<file path="src/rtl/oh_csa_resolve_if.sv">
// Handshake bundle for oh_csa_resolve: operand pair in, resolved sum out.
// The out_ovf signal exists only when CFG_CSA_RESOLVE_OVF_EN is defined.
interface oh_csa_resolve_if #(
    parameter int DW = 8
);
    logic          in_valid;
    logic          in_ready;
    logic [DW-1:0] in_s;
    logic [DW-1:0] in_c;
    logic          out_valid;
    logic          out_ready;
    logic [DW-1:0] out_sum;
`ifdef CFG_CSA_RESOLVE_OVF_EN
    logic          out_ovf;
`endif

    modport slave (
        input  in_valid, in_s, in_c, out_ready,
`ifdef CFG_CSA_RESOLVE_OVF_EN
        output out_ovf,
`endif
        output in_ready, out_valid, out_sum
    );

    modport master (
        output in_valid, in_s, in_c, out_ready,
`ifdef CFG_CSA_RESOLVE_OVF_EN
        input  out_ovf,
`endif
        input  in_ready, out_valid, out_sum
    );
endinterface

</file>
<file path="src/rtl/oh_csa_resolve.sv">
// Resolves a carry-save pair (s, c) into s + 2c, one CW-bit chunk per cycle, LSB first.
// Optional overflow flag enabled by defining CFG_CSA_RESOLVE_OVF_EN.
module oh_csa_resolve #(
    parameter int DW = 8,
    parameter int CW = 4
) (
    input  logic              clk,
    input  logic              nreset,
    oh_csa_resolve_if.slave   bus
);
    localparam int NCH = DW / CW;
    localparam int IW  = (NCH > 1) ? $clog2(NCH) : 1;

    typedef enum logic [1:0] {
        IDLE = 2'd0,
        BUSY = 2'd1,
        DONE = 2'd2
    } state_t;

    function automatic logic [CW:0] chunk_add(
        input logic [CW-1:0] a,
        input logic [CW-1:0] b,
        input logic          cin
    );
        return {1'b0, a} + {1'b0, b} + {{CW{1'b0}}, cin};
    endfunction

    state_t        state_r;
    logic [DW-1:0] opa_r;
    // Carry operand already shifted left; keeps bit DW so the overflow bit travels with it.
    logic [DW:0]   opb_r;
    logic [IW-1:0] idx_r;
    logic          carry_r;
    logic [DW-1:0] acc_r;
    logic [DW-1:0] out_sum_r;
    logic          in_ready_r;
    logic          out_valid_r;
`ifdef CFG_CSA_RESOLVE_OVF_EN
    logic          ovf_r;
`endif

    logic [CW:0]   csum_s;
    logic [DW-1:0] acc_next_s;

    // Chunk adder and accumulator shift: new chunk enters at the top of acc.
    always_comb begin
        csum_s     = {(CW+1){1'b0}};
        acc_next_s = {DW{1'b0}};
        csum_s     = chunk_add(opa_r[CW-1:0], opb_r[CW-1:0], carry_r);
        acc_next_s = (acc_r >> CW) | (DW'(csum_s[CW-1:0]) << (DW - CW));
    end

    // Control FSM with operand, accumulator and registered output state.
    always_ff @(posedge clk) begin
        if (!nreset) begin
            state_r     <= IDLE;
            opa_r       <= {DW{1'b0}};
            opb_r       <= {(DW+1){1'b0}};
            idx_r       <= {IW{1'b0}};
            carry_r     <= 1'b0;
            acc_r       <= {DW{1'b0}};
            out_sum_r   <= {DW{1'b0}};
            in_ready_r  <= 1'b1;
            out_valid_r <= 1'b0;
`ifdef CFG_CSA_RESOLVE_OVF_EN
            ovf_r       <= 1'b0;
`endif
        end else begin
            case (state_r)
                IDLE: begin
                    if (bus.in_valid && in_ready_r) begin
                        opa_r      <= bus.in_s;
                        opb_r      <= {bus.in_c, 1'b0};
                        idx_r      <= {IW{1'b0}};
                        carry_r    <= 1'b0;
                        acc_r      <= {DW{1'b0}};
                        in_ready_r <= 1'b0;
                        state_r    <= BUSY;
                    end else begin
                        state_r    <= IDLE;
                    end
                end
                BUSY: begin
                    opa_r   <= opa_r >> CW;
                    opb_r   <= opb_r >> CW;
                    carry_r <= csum_s[CW];
                    acc_r   <= acc_next_s;
                    if (idx_r == IW'(NCH - 1)) begin
                        idx_r       <= {IW{1'b0}};
                        out_sum_r   <= acc_next_s;
`ifdef CFG_CSA_RESOLVE_OVF_EN
                        // Original bit DW of (c << 1) sits at position CW on the final chunk.
                        ovf_r       <= csum_s[CW] | opb_r[CW];
`endif
                        out_valid_r <= 1'b1;
                        state_r     <= DONE;
                    end else begin
                        idx_r   <= idx_r + IW'(1);
                        state_r <= BUSY;
                    end
                end
                DONE: begin
                    if (bus.out_ready) begin
                        out_valid_r <= 1'b0;
                        in_ready_r  <= 1'b1;
                        state_r     <= IDLE;
                    end else begin
                        state_r     <= DONE;
                    end
                end
                default: begin
                    out_valid_r <= 1'b0;
                    in_ready_r  <= 1'b1;
                    state_r     <= IDLE;
                end
            endcase
        end
    end

    assign bus.in_ready  = in_ready_r;
    assign bus.out_valid = out_valid_r;
    assign bus.out_sum   = out_sum_r;
`ifdef CFG_CSA_RESOLVE_OVF_EN
    assign bus.out_ovf   = ovf_r;
`endif

endmodule

</file>
<file path="src/flat_wrapper.sv">
// flat-port wrapper written by rule: the top's interface ports become plain ports
module oh_csa_resolve_flat 
#(
    parameter int DW = 8,
    parameter int CW = 4
)
  (clk, nreset, bus_in_valid, bus_in_s, bus_in_c, bus_out_ready, bus_in_ready, bus_out_valid, bus_out_sum);
  oh_csa_resolve_if #(.DW(DW)) bus_i ();
  input  logic clk;
  input  logic nreset;
  input wire logic [$bits(bus_i.in_valid)-1:0] bus_in_valid;
  input wire logic [$bits(bus_i.in_s)-1:0] bus_in_s;
  input wire logic [$bits(bus_i.in_c)-1:0] bus_in_c;
  input wire logic [$bits(bus_i.out_ready)-1:0] bus_out_ready;
  output wire logic [$bits(bus_i.in_ready)-1:0] bus_in_ready;
  output wire logic [$bits(bus_i.out_valid)-1:0] bus_out_valid;
  output wire logic [$bits(bus_i.out_sum)-1:0] bus_out_sum;
  assign bus_i.in_valid = bus_in_valid;
  assign bus_i.in_s = bus_in_s;
  assign bus_i.in_c = bus_in_c;
  assign bus_i.out_ready = bus_out_ready;
  assign bus_in_ready = bus_i.in_ready;
  assign bus_out_valid = bus_i.out_valid;
  assign bus_out_sum = bus_i.out_sum;
  oh_csa_resolve #(.DW(DW), .CW(CW)) u_core (.clk(clk), .nreset(nreset), .bus(bus_i));
endmodule
</file>
<file path="config.mk">
export PLATFORM = sky130hd
export DESIGN_NAME = oh_csa_resolve_flat
export DESIGN_NICKNAME = d
export VERILOG_FILES = /design/src/rtl/oh_csa_resolve_if.sv /design/src/rtl/oh_csa_resolve.sv /design/src/flat_wrapper.sv
export SDC_FILE = /design/constraint.sdc
export NUM_CORES = 1
export LEC_CHECK = 0
export BUFFER_PORTS_ARGS = -buffer_cell sky130_fd_sc_hd__buf_2
export CAP_MARGIN = 20
export CORE_AREA = 2 2 57 59
export CTS_BUF_LIST = sky130_fd_sc_hd__clkbuf_4 sky130_fd_sc_hd__clkbuf_8
export CTS_CLUSTER_DIAMETER = 100
export DETAILED_ROUTE_END_ITERATION = 10
export DIE_AREA = 0 0 59 61
export PLACE_DENSITY_LB_ADDON = 0.12
export SYNTH_ARGS = -nofsm -noshare
export SYNTH_HDL_FRONTEND = slang
export SYNTH_SLANG_ARGS = --single-unit
</file>
<file path="constraint.sdc">
create_clock -name clk -period 2 [get_ports clk]
set_input_delay 0 -clock clk [delete_from_list [all_inputs] [get_ports clk]]
set_output_delay 0 -clock clk [all_outputs]
set_load 0.02 [all_outputs]
</file>
Yosys cells after proc, flatten, opt, wreduce, memory -nomap -nowiden:

Cells that the tools add are included.

* memory bits (read-only): 0
* bits in latches: 0
* RAM bits: 0
* register bits: 39
* memories kept: 0
* output and inout bits: 10

* $mul: 0
* bitwise logic cells: 3
* reduce and logical (&&, ||, !) cells: 7
* shift operators: 0
* muxes and demuxes: 19
* add/sub/neg operators: 3
* eq/ne operators: 5
* order comparisons: 0
* divide/modulo/power cells: 0

Operators by type and width (count)
* one-hot mux 8 bit (2 select lines): 2
* one-hot mux 9 bit (2 select lines): 1
* 2-to-1 mux 8 bit: 2
* 2-to-1 mux 9 bit: 1
* bitwise OR 4 x 8 -> 8 bit: 1
* 2-to-1 mux 1 bit: 6
* one-hot mux 1 bit (3 select lines): 2
* one-hot mux 2 bit (3 select lines): 1
* AND reduction 3 bit: 2
* adder 4 x 4 -> 5 bit: 1
* adder 5 x 1 -> 5 bit: 1
* 2-to-1 mux 2 bit: 2
* inequality test 2 x 1 -> 1 bit (second input constant): 2
* one-hot mux 1 bit (2 select lines): 2
* AND reduction 2 bit: 2
* == test 2 x 1 -> 1 bit (second input constant): 1
* == test 2 bit (second input constant): 1
* logical NOT 2 bit: 1
* inequality test 2 bit (second input constant): 1
* NOT 1 bit: 2
* nonzero test 2 bit: 1
* adder 1 bit (second input constant): 1
* logical AND 1 bit: 1

Depth between registers and ports, before layout:

Gate-level depths: netlist (run 1).

* word-level depth: 4
* mapped depth: 6

Worst setup path before layout (run 1):

Ideal clock, no wire load.

* kind: register to register
* from: register u_core.carry_r
* to: register u_core.carry_r
* arrival time: 1.508 ns
* cell stages (with the launch flop): 6
* clock period less this slack: 1.634 ns
* setup time: 0.126 ns
* slack: 0.366 ns
* cells stage by stage: dfxtp_1 -> fa_1 -> fa_1 -> a21o_1 -> a21oi_1 -> o32ai_1

* cells in the longest elaborated chain, start to end: 2

Ends and longest elaborated chain
* start, declared: RTL line oh_csa_resolve.sv:33 `logic carry_r;`
* start signal, assigned: RTL line oh_csa_resolve.sv:86 `carry_r <= csum_s[CW];`
* adder 5 x 1 -> 5 bit: RTL line oh_csa_resolve.sv:25 `return {1'b0, a} + {1'b0, b} + {{CW{1'b0}}, cin};`
* one-hot mux 1 bit (2 select lines): RTL line oh_csa_resolve.sv:69 `case (state_r)`

No other way between the ends.
A chain may end at the register's enable or synchronous reset.

Worst setup path in the final report (run 1):

* from: register u_core.state_r[1]
* to: register u_core.in_ready_r (netlist: u_core.bus.in_ready)

* cells in the longest elaborated chain, start to end: 3
* elaborated cells between the ends (all ways): 8
* classes of those cells: 4 x eq/ne; 1 x mux; 1 x bitwise; 2 x reduce/logical

Ends and longest elaborated chain
* start, declared: RTL line oh_csa_resolve.sv:28 `state_t state_r;`
* start signal, assigned: RTL line oh_csa_resolve.sv:56 `state_r <= IDLE;`
* start signal, assigned: RTL line oh_csa_resolve.sv:78 `state_r <= BUSY;`
* start signal, assigned: RTL line oh_csa_resolve.sv:80 `state_r <= IDLE;`
* == test 2 bit, or another cell as far along: RTL line oh_csa_resolve.sv:69
* inequality test 2 bit (no source line), or another cell as far along
* AND reduction 3 bit (no source line)
* end signal, assigned: RTL line oh_csa_resolve.sv:63 `in_ready_r <= 1'b1;`
* end signal, assigned: RTL line oh_csa_resolve.sv:77 `in_ready_r <= 1'b0;`
* end signal, assigned: RTL line oh_csa_resolve.sv:105 `in_ready_r <= 1'b1;`
* end, declared: RTL line oh_csa_resolve.sv:36 `logic in_ready_r;`

Parallel ways exist; a longest one is shown, timed or not.

==> results.md, run 1 <==
* Yosys reg bits at 35
* Gpl congestion at 0.867
* Hold Violations, Final at 0
* H-Tree Level Count at 2
* Pwr Density at just over 800 nW/µm²
* Async SR Flop Fraction at 0
* Maxcap violations at 0
* Worst r2r dst: u_core.bus.in_ready
* Number of global-route vias before repair at roughly 1300
* Rel. slew slack at 0.762
* Final setup vio count at 0
* Commonest cells after routing, fill and taps aside: 35 x dfxtp_1, 29 x buf_2, 27 x nand2_1
* Initial Util at 0.542
* Hold path endpoint: u_core.opa_r[0]
* Total grt overflow at 0
* Syn_area_per_cell at roughly 9.3 µm²
* Hpwl dp at 2.26 mm
* CTS root buffer: clkbuf_4
* Setup bufs post-CTS at 0
* RSZ-0062 raised after global routing: false
* Worst Setup SP: u_core.state_r[1]
* WS Path Type: reg -> reg
* Layout cells sized above 1 at 0.243
* Total wire length at roughly 3.5 mm
* Num CTS Buffers at 5
* Area Growth Syn to Fin at 22.8%
* Clock tree buffer depth at 2
* Post-synthesis cell area at ~1600 µm²
* CP startpoint kind: flop
* # diodes at 0
* Core area at slightly below 3000 µm²
* Most common cell after layout, fill and taps aside: dfxtp_1
* Leak at 0.865 nW
* Via density at 5.61
* Setup TNS at 0 ps
* Place WS at about 280 ps
* EDFF count, synth at 0
* First-pass GRT wire length at ~5.8 mm
* Critical path arrival at about 2100 ps
* Drt pass-1 iters at 4
* Peak VDD IR at between 0.0005 and 0.0006 V
* Power Total at between 1.5 and 2 mW
* Max frequency at 562 MHz
* Clock-pin slew on the worst setup and hold paths at roughly 120 ps
* RR Startpoint: u_core.state_r[1]
* Status: completed
* R2r setup slk at approximately 220 ps
* Initial antenna violation count at 0
* Count of cell types in the netlist at 34
* Ys Warns at 0
* Post-layout util at 0.666
* Starting DRT DRC Count at 75
* Seq/Total Area, Yosys at 0.438
* Nature of the critical path endpoint: flop
* Remaining DRCs at 0
* Tcrit/Tclk final at 0.889
* CP Max Fanout at 23
* Final Critical Period at approximately 1800 ps
* # rows at 20
* Average wire per standard cell at ~14 µm
* Height of the die at ~60 µm
* # IOs at 30
* Post-layout nets at ~240
* Mapped Cells at between 150 and 200
* Fillers at 255
* Latest clock arrival within the worst-skew pair at around 350 ps
* Tot GR Track Use at 0.221
* Vias at approximately 1400
* Routed Antenna Nets at 0
* Port Buffer Count at 29
* Post-route setup slack at between 200 and 250 ps
* # clock sinks at 35
* Largest net degree at the start of global routing at 30
* Mapped Nets at approximately 200
* Worst R2R Path Depth at 5
* Setup Skew at ~16 ps
* Horiz. Die Dim at ~59 µm
* Tightest Pin Transition at around 360 ps
* Die Area at between 3000 and 4000 µm²
* Slew Viols, Final at 0
* Worst EP required at 2300 ps
* Hold_sp: bus_in_s[0]
* Prevailing post-synth register cell: dfxtp_1
* CTS tree: built
* Hold Path Depth at 3
* Hold Crit Class: in -> reg
per-stage QoR:
stage / cells / area (µm²) / hold WS (ps)
floorplan: 173 / 1600 / 73.2
global placement: 226 / 1750 / 240
detailed placement: 226 / 1750 / 248
CTS: 247 / 1970 / 2.43
global route: 247 / 1970 / 11.6
finish: 247 / 1970 / 14.2
how the worst max path moves through the flow:
stage	to	slack [ps]	depth (start not counted)
CTS	u_core.carry_r	270	5
global placement	u_core.carry_r	330	5
global route	u_core.bus.in_ready	130	5
finish	u_core.bus.in_ready	220	5
floorplan	u_core.carry_r	370	5
detailed placement	u_core.carry_r	280	5
worst max-delay path, cell delays in order (launching register included):
cell	delay, ps
dfxtp_1	390
buf_4	260
o21ai_0	170
a22oi_1	160
nand2b_1	160
dlygate4sd3_1	580
sequential cells by signal, indices dropped and copies added (netlist names):
signal                count
u_core.opb_r              9
u_core.bus.out_sum        8
u_core.opa_r              8
u_core.acc_r              4
u_core.state_r            2
u_core.bus.in_ready       1
u_core.bus.out_valid      1
u_core.carry_r            1
u_core.idx_r              1
per-layer routing:
| layer | vias up | routed length (µm) | global-route usage |
|---|---|---|---|
| met5 | - | 0 | 0 |
| met4 | 0 | 72 | 0.0877 |
| met3 | 7 | 189 | 0.0682 |
| met2 | 41 | 1820 | 0.406 |
| met1 | 642 | 1430 | 0.235 |
| li1 | 695 | - | - |
kinds of logic (layout without fill, tap and decap cells):
logic type      count (synthesis)  after routing  share of synthesized area
fa+ha+maj                       5              5                     0.0484
simple gates                   46             46                      0.134
mux                             8              8                     0.0703
flops                          35             35                      0.437
buf+inv                        16             57                     0.0516
compound gates                 62             62                      0.253
xor+xnor                        1              1                    0.00547
cells in the mapped netlist (2+ instances only):
master / count / area, µm²
dfxtp_1: 35 / 701
nand2_1: 27 / 101
a21oi_1: 23 / 115
o21ai_0: 13 / 65.1
nor2_1: 9 / 33.8
clkbuf_1: 8 / 30.0
o21bai_1: 8 / 60.1
o311a_1: 8 / 80.1
mux2_4: 6 / 90.1
buf_2: 3 / 15.0
ha_1: 3 / 37.5
a2111o_1: 2 / 22.5
a21o_1: 2 / 15.0
buf_6: 2 / 22.5
fa_1: 2 / 40.0
inv_1: 2 / 7.51
mux2_2: 2 / 22.5
or3_1: 2 / 12.5
what timing repair did:
item / 4_1_cts / 5_1_grt
gates resized for setup: 0 / 0
hold buffers: 13 / 0
endpoints found under the hold margin: 12 / 0
area by class of cell:
class / count / area (µm²) / share of cell area
Inverter: 2 / 7.51 / 0.00382
Sequential cell: 35 / 701 / 0.356
Tap cell: 33 / 41.3 / 0.0210
Clock inverter: 2 / 35.0 / 0.0178
Multi-Input combinational cell: 122 / 818 / 0.416
Clock buffer: 6 / 51.3 / 0.0261
Timing Repair Buffer: 47 / 313 / 0.159
power by group:
group	switching, mW	internal, mW	total [mW]
Sequential	0.0367	0.746	0.783
Clock	0.243	0.295	0.539
Combinational	0.155	0.151	0.305
Total	0.435	1.19	1.63
Note: power is estimated with default switching activity, not from simulation.
==> run 2: changes to the inputs <==
Settings changed: HOLD_SLACK_MARGIN set to 0.1.
==> run 2 against run 1 <==
  * Sequential power about the same
  * Via count up 3.2%
  * Design area up 3.1%
  * Core utilization up 2.0 points
  * Final cell count up 2.4%
  * Sequential share of layout area down 1.1 points
  * Combinational power up 4%
  * Worst hold slack better by 210 ps
  * Critical path depth unchanged
  * Register-to-register slack about the same
  * First-iteration DRC count down 20%
  * Clock power about the same
  * Largest power group unchanged
==> results.md, run 2 (synthesized netlist as in run 1, its figures left out) <==
* Post-route setup slack at roughly 220 ps
* Num CTS Buffers at 5
* RSZ-0062 raised after global routing: false
* # diodes at 0
* Max reg flops at 9
* GR peak layer: met2
* Gpl congestion at ~0.87
* Port Buffer Count at 29
* Horiz. Die Dim at roughly 60 µm
* Via density at 5.65
* Slew Viols, Final at 0
* Number of global-route vias before repair at between 1000 and 1500
* Multi-input logic area at just over 800 µm²
* H-Tree Level Count at 2
* Routed Antenna Nets at 0
* Hpwl dp at roughly 2.3 mm
* CTS tree: built
* Hold Crit Class: in -> reg
* Core area at between 2000 and 3000 µm²
* Commonest cells after routing, fill and taps aside: 35 x dfxtp_1, 29 x buf_2, 27 x nand2_1
* Initial Util at 0.542
* Clock-pin slew on the worst setup and hold paths at between 100 and 150 ps
* Average wire per standard cell at between 10 and 15 µm
* Layout cells sized above 1 at 0.236
* Place WS at between 200 and 300 ps
* Leak at between 0.8 and 0.9 nW
* Setup TNS at 0 ps
* Die Area at approximately 3600 µm²
* Critical path arrival at between 2000 and 2500 ps
* Register with the most flip-flops: u_core.opb_r
* Grt met2 use at 0.414
* Clock tree buffer depth at 2
* Maxcap violations at 0
* Met1 Use GR at 0.244
* CP Max Fanout at 23
* Nature of the critical path endpoint: flop
* Post-layout nets at about 240
* Max frequency at 562 MHz
* Psw at around 440 µW
* Power Total at about 1.6 mW
* Final Critical Period at about 1800 ps
* CP startpoint kind: flop
* Rel. slew slack at 0.761
* Sw Ratio at 0.268
* Clock power frac at 0.329
* Tcrit/Tclk final at 0.889
* Logic gate share of total power at 0.193
* # rows at 20
* Sequential share of power at 0.478
* Tightest Pin Transition at around 360 ps
* Int Power at around 1.2 mW
* Storage cell area at ~700 µm²
* Starting DRT DRC Count at 60
* Vias at approximately 1400
* Final hold slack at roughly 230 ps
* Setup bufs post-CTS at 0
* # clock sinks at 35
* WS Path Type: reg -> reg
* Pwr Density at a little over 800 nW/µm²
* Drt pass-1 iters at 4
* Area Growth Syn to Fin at 26.6%
* Status: completed
* Remaining DRCs at 0
* M3 GR Usage at 0.0682
* Cell count after placement at between 200 and 250
* Worst EP required at ~2300 ps
* Final setup vio count at 0
* Total grt overflow at 0
* Height of the die at between 60 and 70 µm
* Total wire length at 3.62 mm
* Tot GR Track Use at 0.226
* Hold Violations, Final at 0
* Most common cell after layout, fill and taps aside: dfxtp_1
* Peak VDD IR at between 0.0005 and 0.0006 V
* First-pass GRT wire length at slightly below 6 mm
* Largest net degree at the start of global routing at 30
* # IOs at 30
* Initial antenna violation count at 0
* Setup Skew at 16.7 ps
* CTS root buffer: clkbuf_4
* Latest clock arrival within the worst-skew pair at between 300 and 400 ps
* Fillers at roughly 240
* Post-Layout Cell Count at about 250
[run 2: cell type report]
type	count	share of cell area
Sequential cell	35	0.346
Tap cell	33	0.0204
Clock buffer	6	0.0253
Multi-Input combinational cell	122	0.404
Inverter	2	0.00370
Timing Repair Buffer	53	0.184
Clock inverter	2	0.0173
[run 2: power by group through the flow]
| stage | Combinational (mW) | Sequential (mW) | Clock (mW) |
|---|---|---|---|
| 3_3_place_gp | 0.274 | 0.796 | 0 |
| 4_1_cts | 0.311 | 0.784 | 0.551 |
| 5_1_grt | 0.350 | 0.789 | 0.582 |
| 2_1_floorplan | 0.220 | 0.791 | 0 |
| 3_5_place_dp | 0.281 | 0.799 | 0 |
| 6_report | 0.316 | 0.784 | 0.540 |
[run 2: worst paths after layout]
path	startpoint	endpoint	slack, ps	depth (start not counted)
worst min register to register	u_core.acc_r[5]	u_core.bus.out_sum[1]	450	2
worst min-delay path	bus_in_valid	u_core.opa_r[6]	230	5
worst max-delay path	u_core.state_r[1]	u_core.bus.in_ready	220	5
worst max register to register	u_core.state_r[1]	u_core.bus.in_ready	220	5
[run 2: critical path: stages, from the launching register on]
cell and delay [ps]:
dfxtp_1 380, buf_4 260, o21ai_0 170, a22oi_1 160, nand2b_1 160, dlygate4sd3_1 580
[run 2: through the flow]
step                area, µm²  utilization
finish                   2030        0.686
CTS                      2030        0.686
floorplan                1600            -
global placement         1750        0.593
detailed placement       1750        0.593
global route             2030        0.686
[run 2: timing repair]
item,in CTS,in global routing
gates resized for setup,0,0
endpoints found under the hold margin,23,0
hold buffers,19,0
[run 2: routing by layer]
metal | up-vias | routed length, µm
li1 | 708 | -
met1 | 674 | 1450
met2 | 40 | 1890
met3 | 7 | 198
met4 | 0 | 72
met5 | - | 0
